<file path="config.mk">
export PLATFORM = sky130hd
export DESIGN_NAME = otbn_edn_packer
export DESIGN_NICKNAME = d
export VERILOG_FILES = /design/src/rtl/otbn_edn_packer.sv
export SDC_FILE = /design/constraint.sdc
export NUM_CORES = 1
export LEC_CHECK = 0
export CORE_UTILIZATION = 47
export CTS_CLUSTER_DIAMETER = 50
export CTS_CLUSTER_SIZE = 10
export DETAILED_ROUTE_END_ITERATION = 7
export PLACE_DENSITY = 0.8
export SYNTH_ARGS = -nofsm -noshare
export SYNTH_HDL_FRONTEND = slang
export SYNTH_SLANG_ARGS = --single-unit
export TNS_END_PERCENT = 10
</file>
<file path="constraint.sdc">
create_clock -name clk_i -period 2 [get_ports clk_i]
set_clock_uncertainty 0.15 [all_clocks]
set_input_delay 0.6 -clock clk_i [delete_from_list [all_inputs] [get_ports clk_i]]
set_output_delay 0.6 -clock clk_i [all_outputs]
set_load 0.02 [all_outputs]
</file>
<file path="src/rtl/otbn_edn_packer.sv">
// Gathers NumWords narrow EDN words into one wide word for the OTBN RND/URND paths.
// Define OTBN_EDN_REP_CHECK_EN to flag consecutive identical EDN words as errors.
module otbn_edn_packer #(
    parameter int OutW = 256,
    parameter int EdnW = 32
) (
    input  logic            clk_i,
    input  logic            rst_i,
    input  logic            clear_i,
    input  logic            req_i,
    output logic            ack_o,
    output logic [OutW-1:0] data_o,
    output logic            fips_o,
    output logic            err_o,
    output logic            edn_req_o,
    input  logic            edn_ack_i,
    input  logic [EdnW-1:0] edn_data_i,
    input  logic            edn_fips_i,
    input  logic            edn_err_i
);

    localparam int NumWords = OutW / EdnW;
    localparam int CntW     = (NumWords > 1) ? $clog2(NumWords) : 1;
    localparam logic [CntW-1:0] LastCnt = CntW'(NumWords - 1);

    if ((OutW % EdnW) != 0 || (OutW / EdnW) < 2) begin : g_param_check
        $error("otbn_edn_packer: OutW must be a multiple of EdnW holding at least two words");
    end

    typedef enum logic [1:0] {
        IDLE = 2'd0,
        FILL = 2'd1,
        FULL = 2'd2
    } state_e;

    state_e          state_reg, state_next;
    logic [CntW-1:0] count_reg, count_next;
    logic            fips_acc_reg, fips_acc_next;
    logic            err_acc_reg, err_acc_next;
    logic            word_accept;
    logic            word_err;

    // A word is only taken while filling, and a concurrent clear throws it away.
    assign word_accept = (state_reg == FILL) && edn_ack_i && !clear_i;
    assign ack_o       = (state_reg == FULL) && req_i && !clear_i;
    assign edn_req_o   = (state_reg == FILL);
    assign fips_o      = fips_acc_reg;
    assign err_o       = err_acc_reg;

`ifdef OTBN_EDN_REP_CHECK_EN
    logic [EdnW-1:0] prev_word_reg;
    logic            prev_valid_reg;
    logic            rep_hit;

    // History survives ack_o so repeats are caught across packed-word boundaries.
    always_ff @(posedge clk_i) begin
        if (rst_i || clear_i) begin
            prev_word_reg  <= '0;
            prev_valid_reg <= 1'b0;
        end else if (word_accept) begin
            prev_word_reg  <= edn_data_i;
            prev_valid_reg <= 1'b1;
        end
    end

    assign rep_hit  = prev_valid_reg && (edn_data_i == prev_word_reg);
    assign word_err = edn_err_i || rep_hit;
`else
    assign word_err = edn_err_i;
`endif

    always_ff @(posedge clk_i) begin
        if (rst_i) begin
            state_reg    <= IDLE;
            count_reg    <= '0;
            fips_acc_reg <= 1'b1;
            err_acc_reg  <= 1'b0;
        end else begin
            state_reg    <= state_next;
            count_reg    <= count_next;
            fips_acc_reg <= fips_acc_next;
            err_acc_reg  <= err_acc_next;
        end
    end

    always_comb begin
        state_next    = state_reg;
        count_next    = count_reg;
        fips_acc_next = fips_acc_reg;
        err_acc_next  = err_acc_reg;
        if (clear_i) begin
            // FILL keeps requesting and simply restarts at slot 0.
            count_next    = '0;
            fips_acc_next = 1'b1;
            err_acc_next  = 1'b0;
            if (state_reg != FILL) begin
                state_next = IDLE;
            end
        end else begin
            case (state_reg)
                IDLE: begin
                    count_next    = '0;
                    fips_acc_next = 1'b1;
                    err_acc_next  = 1'b0;
                    if (req_i) begin
                        state_next = FILL;
                    end
                end
                FILL: begin
                    if (edn_ack_i) begin
                        fips_acc_next = fips_acc_reg & edn_fips_i;
                        err_acc_next  = err_acc_reg | word_err;
                        if (count_reg == LastCnt) begin
                            count_next = '0;
                            state_next = FULL;
                        end else begin
                            count_next = count_reg + 1'b1;
                        end
                    end
                end
                FULL: begin
                    if (ack_o) begin
                        state_next    = IDLE;
                        count_next    = '0;
                        fips_acc_next = 1'b1;
                        err_acc_next  = 1'b0;
                    end
                end
                default: begin
                    state_next = IDLE;
                end
            endcase
        end
    end

    // One register per slot; word k lands in bits [EdnW*k +: EdnW] in arrival order.
    for (genvar gi = 0; gi < NumWords; gi++) begin : g_slot
        logic [EdnW-1:0] slot_reg;

        always_ff @(posedge clk_i) begin
            if (rst_i || clear_i) begin
                slot_reg <= '0;
            end else if (word_accept && (count_reg == CntW'(gi))) begin
                slot_reg <= edn_data_i;
            end
        end

        assign data_o[EdnW*gi +: EdnW] = slot_reg;
    end

`ifndef SYNTHESIS
    ack_in_full_a: assert property (@(posedge clk_i) disable iff (rst_i)
        ack_o |-> (state_reg == FULL));
    edn_ack_in_fill_a: assert property (@(posedge clk_i) disable iff (rst_i)
        edn_ack_i |-> (state_reg == FILL));
    edn_req_held_a: assert property (@(posedge clk_i) disable iff (rst_i)
        (edn_req_o && !edn_ack_i) |=> edn_req_o);
    data_stable_full_a: assert property (@(posedge clk_i) disable iff (rst_i)
        ((state_reg == FULL) && !clear_i) |=> $stable(data_o));
`endif

endmodule

</file>
## Word level (Yosys, flattened, before mapping)

Cells that the tools add are included.

| word-level totals | value |
|---|---|
| logic and storage cells | 69 |
| input bits | 39 |
| output and inout port bits | 260 |
| bits in registers | 263 |

| operators by class | value |
|---|---|
| mux-type cells | 17 |
| bitwise operators | 2 |
| add/sub/neg operators | 1 |
| equality and inequality tests | 17 |
| reduce and logical (&&, ||, !) cells | 20 |

Operator list:

| operator | count |
|---|---|
| $eq 3x3->1 const B | 4 |
| $logic_and 1x1->1 | 12 |
| $mux 2 | 6 |
| $mux 3 | 3 |
| $pmux 3 s3 | 1 |
| $eq 3x2->1 const B | 2 |
| $ne 2x1->1 const B | 3 |
| $ne 3x2->1 const B | 2 |
| $ne 3x3->1 const B | 2 |
| $pmux 1 s3 | 2 |
| $pmux 2 s3 | 1 |
| $reduce_and 5->1 | 1 |
| $mux 1 | 4 |
| $add 3x1->3 const B | 1 |
| $eq 3x1->1 const B | 1 |
| $logic_not 3->1 | 1 |
| $reduce_and 3->1 | 1 |
| $reduce_bool 3->1 | 1 |
| $eq 2x1->1 const B | 1 |
| $eq 2x2->1 const B | 1 |
| $logic_not 2->1 | 1 |
| $ne 2x2->1 const B | 1 |
| $reduce_or 2->1 | 1 |
| $and 1x1->1 | 1 |
| other kinds (3) | 3 |

## Depth between registers and ports, before layout

| depth | value |
|---|---|
| depth in word-level cells | 6 |
| gate-level depth with buffers | 6 |
| gate-level depth less buffers | 5 |

## Least setup slack after synthesis

Ideal clock, no wire load.

| path | value |
|---|---|
| path kind | input-to-output |
| start | input req_i |
| end | output ack_o |
| required time | 1.250 ns |
| data arrival time | 1.374 ns |
| setup slack | -0.124 ns |
| buffers on the path | 0 |
| stages | 2 |
| cells stage by stage | inv_1 > nor4b_1 |

| on the way | value |
|---|---|
| cells in the longest elaborated chain, start to end | 2 |

RTL lines:

| item | RTL line | text |
|---|---|---|
| from (decl) | 10 | `input logic req_i,` |
| $logic_and 1x1->1 (2 in a row) | 45 | `assign ack_o = (state_reg == FULL) && req_i && !clear_i;` |
| to (decl) | 11 | `output logic ack_o,` |

No other way between the ends.

## Worst setup path in the final report

| path | value |
|---|---|
| start | input clear_i |
| end | output ack_o |

| on the way | value |
|---|---|
| cells in the longest elaborated chain, start to end | 2 |

RTL lines:

| item | RTL line | text |
|---|---|---|
| from (decl) | 9 | `input logic clear_i,` |
| $logic_not 1->1 | 45 |  |
| $logic_and 1x1->1 | 45 |  |

No other way between the ends.

==> flow_metrics.py <==
metrics = {
    "yosys": {
        "synth-main-ff-cell": "dfxtp_1",
        "synth_cells": 915,
        "synthTopCellsByArea": "dfxtp_1 (54%), mux2i_1 (26%), nand2_1 (11%)",
        "ys_seq_area_share_pct": 53.9,
        "ys_types": 29,
        "netlist.area_leader.share_pct": 53.9,
        "synth_area_leader_cell": "dfxtp_1",
        "synth-seq-cells": 263,
        "avgSynthCellArea_um2": 10.7,
        "syn_nets": 960,
        "syn_area_um2": 9780,
        "ys_warn_count": 0,
        "async_reset_ff_share_pct": 0,
        "synth-edff-count": 0,
    },
    "floorplanning": {
        "die-area_um2": 21400,
        "core_area_um2": 20300,
        "rows": 52,
        "dieHeight_um": 146,
        "ios": 299,
        "start_util_pct": 48.2,
        "die_x_um": 146,
    },
    "finish": {
        "layout-drive-gt1-share_pct": 12.5,
        "final_nets": 1308,
        "final_cells": 1537,
        "final_area_um2": 14100,
        "largest_register_ff_count": 256,
        "syn_to_final_growth_pct": 44.1,
        "regArea_um2": 5270,
        "final.fill_count": 1586,
        "n_antenna_cell": 0,
        "multi_input_area_um2": 4090,
    },
    "sta": {
        "hold_violations": 0,
        "setup_slack_ns": -0.0395,
        "finalCriticalPeriod_ns": 2.04,
        "rsz0062_at_grt": "yes",
        "relSlewSlack_pct": 75.4,
        "period_share_pct": 102,
        "tns_ns": -0.0395,
        "drv_slew": 0,
        "setup_viol_count_final": 1,
        "fmax_ghz": 0.490,
        "worst_pin_slew_ns": 0.368,
    },
    "grt": {
        "grt_start_max_net_pins": 56,
        "antenna_found_initial": 0,
        "grt_pass1_vias": 7822,
        "grt_pass1_wl_um": 42900,
        "grt.total_usage_pct": 25.4,
        "overflow": 0,
    },
    "critical_path": {
        "end_kind": "output pin",
        "path_max_fanout": 2,
        "crit_type": "in -> out",
        "worst_setup_path_start_kind": "input port",
        "critPathRequiredTime_ns": 1.25,
        "arrival_ns": 1.29,
    },
    "clocking": {
        "clockBufferDepth": 3,
        "hold_buffers": 0,
        "cts_tree": "built",
        "cts-root-buf": "clkbuf_16",
        "cts_made_buffers": 31,
        "clock-sinks": 263,
        "clk_pin_slew_ns": 0.05,
        "clkLatencyLatePin_ns": 0.53,
        "htree_levels": 1,
    },
    "route": {
        "routedWlPerCell_um": 17.9,
        "vias": 7703,
        "postRouteAntennaNets": 0,
        "via_per_inst": 5.01,
        "route.met3.wl_um": 1800,
        "routed_wirelength_um": 27400,
        "met2_length_um": 13500,
        "drc": 0,
        "first_iter_violations": 198,
        "top_layer": "met4",
        "wl_met1_um": 11000,
        "first_pass_iters": 4,
    },
    "placement": {
        "dpl-instance-area_um2": 13500,
        "dp_cells": 1500,
        "io_buffers": 298,
        "hpwl_um": 19300,
        "place_congestion": 0.813,
    },
    "run_status": {
        "status": "finished, violations left",
        "violations": "negative setup slack",
    },
    "power": {
        "leakagePower_uw": 0.00762,
        "power.density_nw_per_um2": 746,
        "design_power_total_uw": 10500,
        "vdd_drop_max_uv": 662,
    },
    "worst_hold_path": {
        "min_path_type": "reg -> reg",
    },
    "run": {
        "drv_cap": 0,
    },
}
-- routing by layer --
layer	global-route usage (%)	up-vias
met4	10.9	0
met2	44.2	251
met5	0	-
met3	6.44	62
met1	29.6	3661
li1	-	3729
-- layout by cell type, fill, tap and decap left out, drive strengths merged, types with 3 or more instances in the layout --
| cell type | count |
|---|---|
| dfxtp | 263 |
| clkbuf | 60 |
| dlygate4sd2 | 125 |
| clkdlybuf4s50 | 36 |
| clkdlybuf4s15 | 109 |
| nand2 | 293 |
| ha | 6 |
| mux2i | 258 |
| nor2b | 3 |
| inv | 6 |
| buf | 79 |
| nand4 | 8 |
-- cells by family (layout without fill, tap and decap cells) --
kind of cell | count (synthesis) | after routing | share of synthesized area, %
buf+inv | 66 | 418 | 4.43
fa+ha+maj | 6 | 6 | 0.768
flops | 263 | 263 | 53.9
compound gates | 10 | 10 | 0.768
mux | 258 | 258 | 26.4
simple gates | 312 | 312 | 13.8
-- cell usage after synthesis, types with 2 or more instances --
| cell type | count |
|---|---|
| mux2i_1 | 258 |
| clkbuf_1 | 23 |
| a211oi_1 | 2 |
| ha_1 | 6 |
| buf_4 | 4 |
| buf_1 | 2 |
| nand3_4 | 2 |
| nand4_4 | 6 |
| nor2b_1 | 3 |
| inv_1 | 6 |
| buf_6 | 21 |
| nand2_1 | 293 |
| nand4_1 | 2 |
| buf_2 | 10 |
| dfxtp_1 | 263 |
-- worst paths after layout --
check                                       from                                   to  slack [ns]  cells past startpoint
min reg2reg  g_slot[0].slot_reg[31]$_SDFFE_PP0P_  g_slot[0].slot_reg[31]$_SDFFE_PP0P_        0.30                      2
min          g_slot[0].slot_reg[31]$_SDFFE_PP0P_  g_slot[0].slot_reg[31]$_SDFFE_PP0P_        0.30                      2
max reg2reg            state_reg[1]$_SDFFE_PP0P_  g_slot[2].slot_reg[20]$_SDFFE_PP0P_        0.37                      5
max                                      clear_i                                ack_o       -0.04                      3
-- worst max-delay path: stages --
cell and delay, ns:
dlygate4sd2_1 0.26, nor4b_2 0.23, buf_2 0.20
-- final cells by class --
class / instances / share of cell area (%)
Clock buffer: 34 / 5.66
Clock inverter: 3 / 0.311
Inverter: 6 / 0.160
Multi-Input combinational cell: 586 / 29.0
Sequential cell: 263 / 37.4
Tap cell: 270 / 2.40
Timing Repair Buffer: 375 / 25.0
-- repair_timing --
item | in CTS | in global routing
gates resized for setup | 309 | 132
buffers inserted | 0 | 0
endpoints found under the setup margin | 260 | 124
pin swaps | 1 | 0
-- power by group --
group          switching, uW  total (uW)  internal, uW
clock                   1930        4820          2890
combinational            245         434           189
sequential              7.27        5260          5250
-- per-stage QoR --
stage          hold slack, ns  util, %  setup slack [ns]
6_report                0.304     69.4           -0.0395
5_1_grt                 0.316     69.4            -0.100
4_1_cts                 0.307     69.4           -0.0661
3_5_place_dp            0.301     66.6            -0.728
3_3_place_gp            0.293     66.6            -0.717
2_1_floorplan           0.321        -             0.143
No activity file was read; power rests on OpenSTA's default activity.
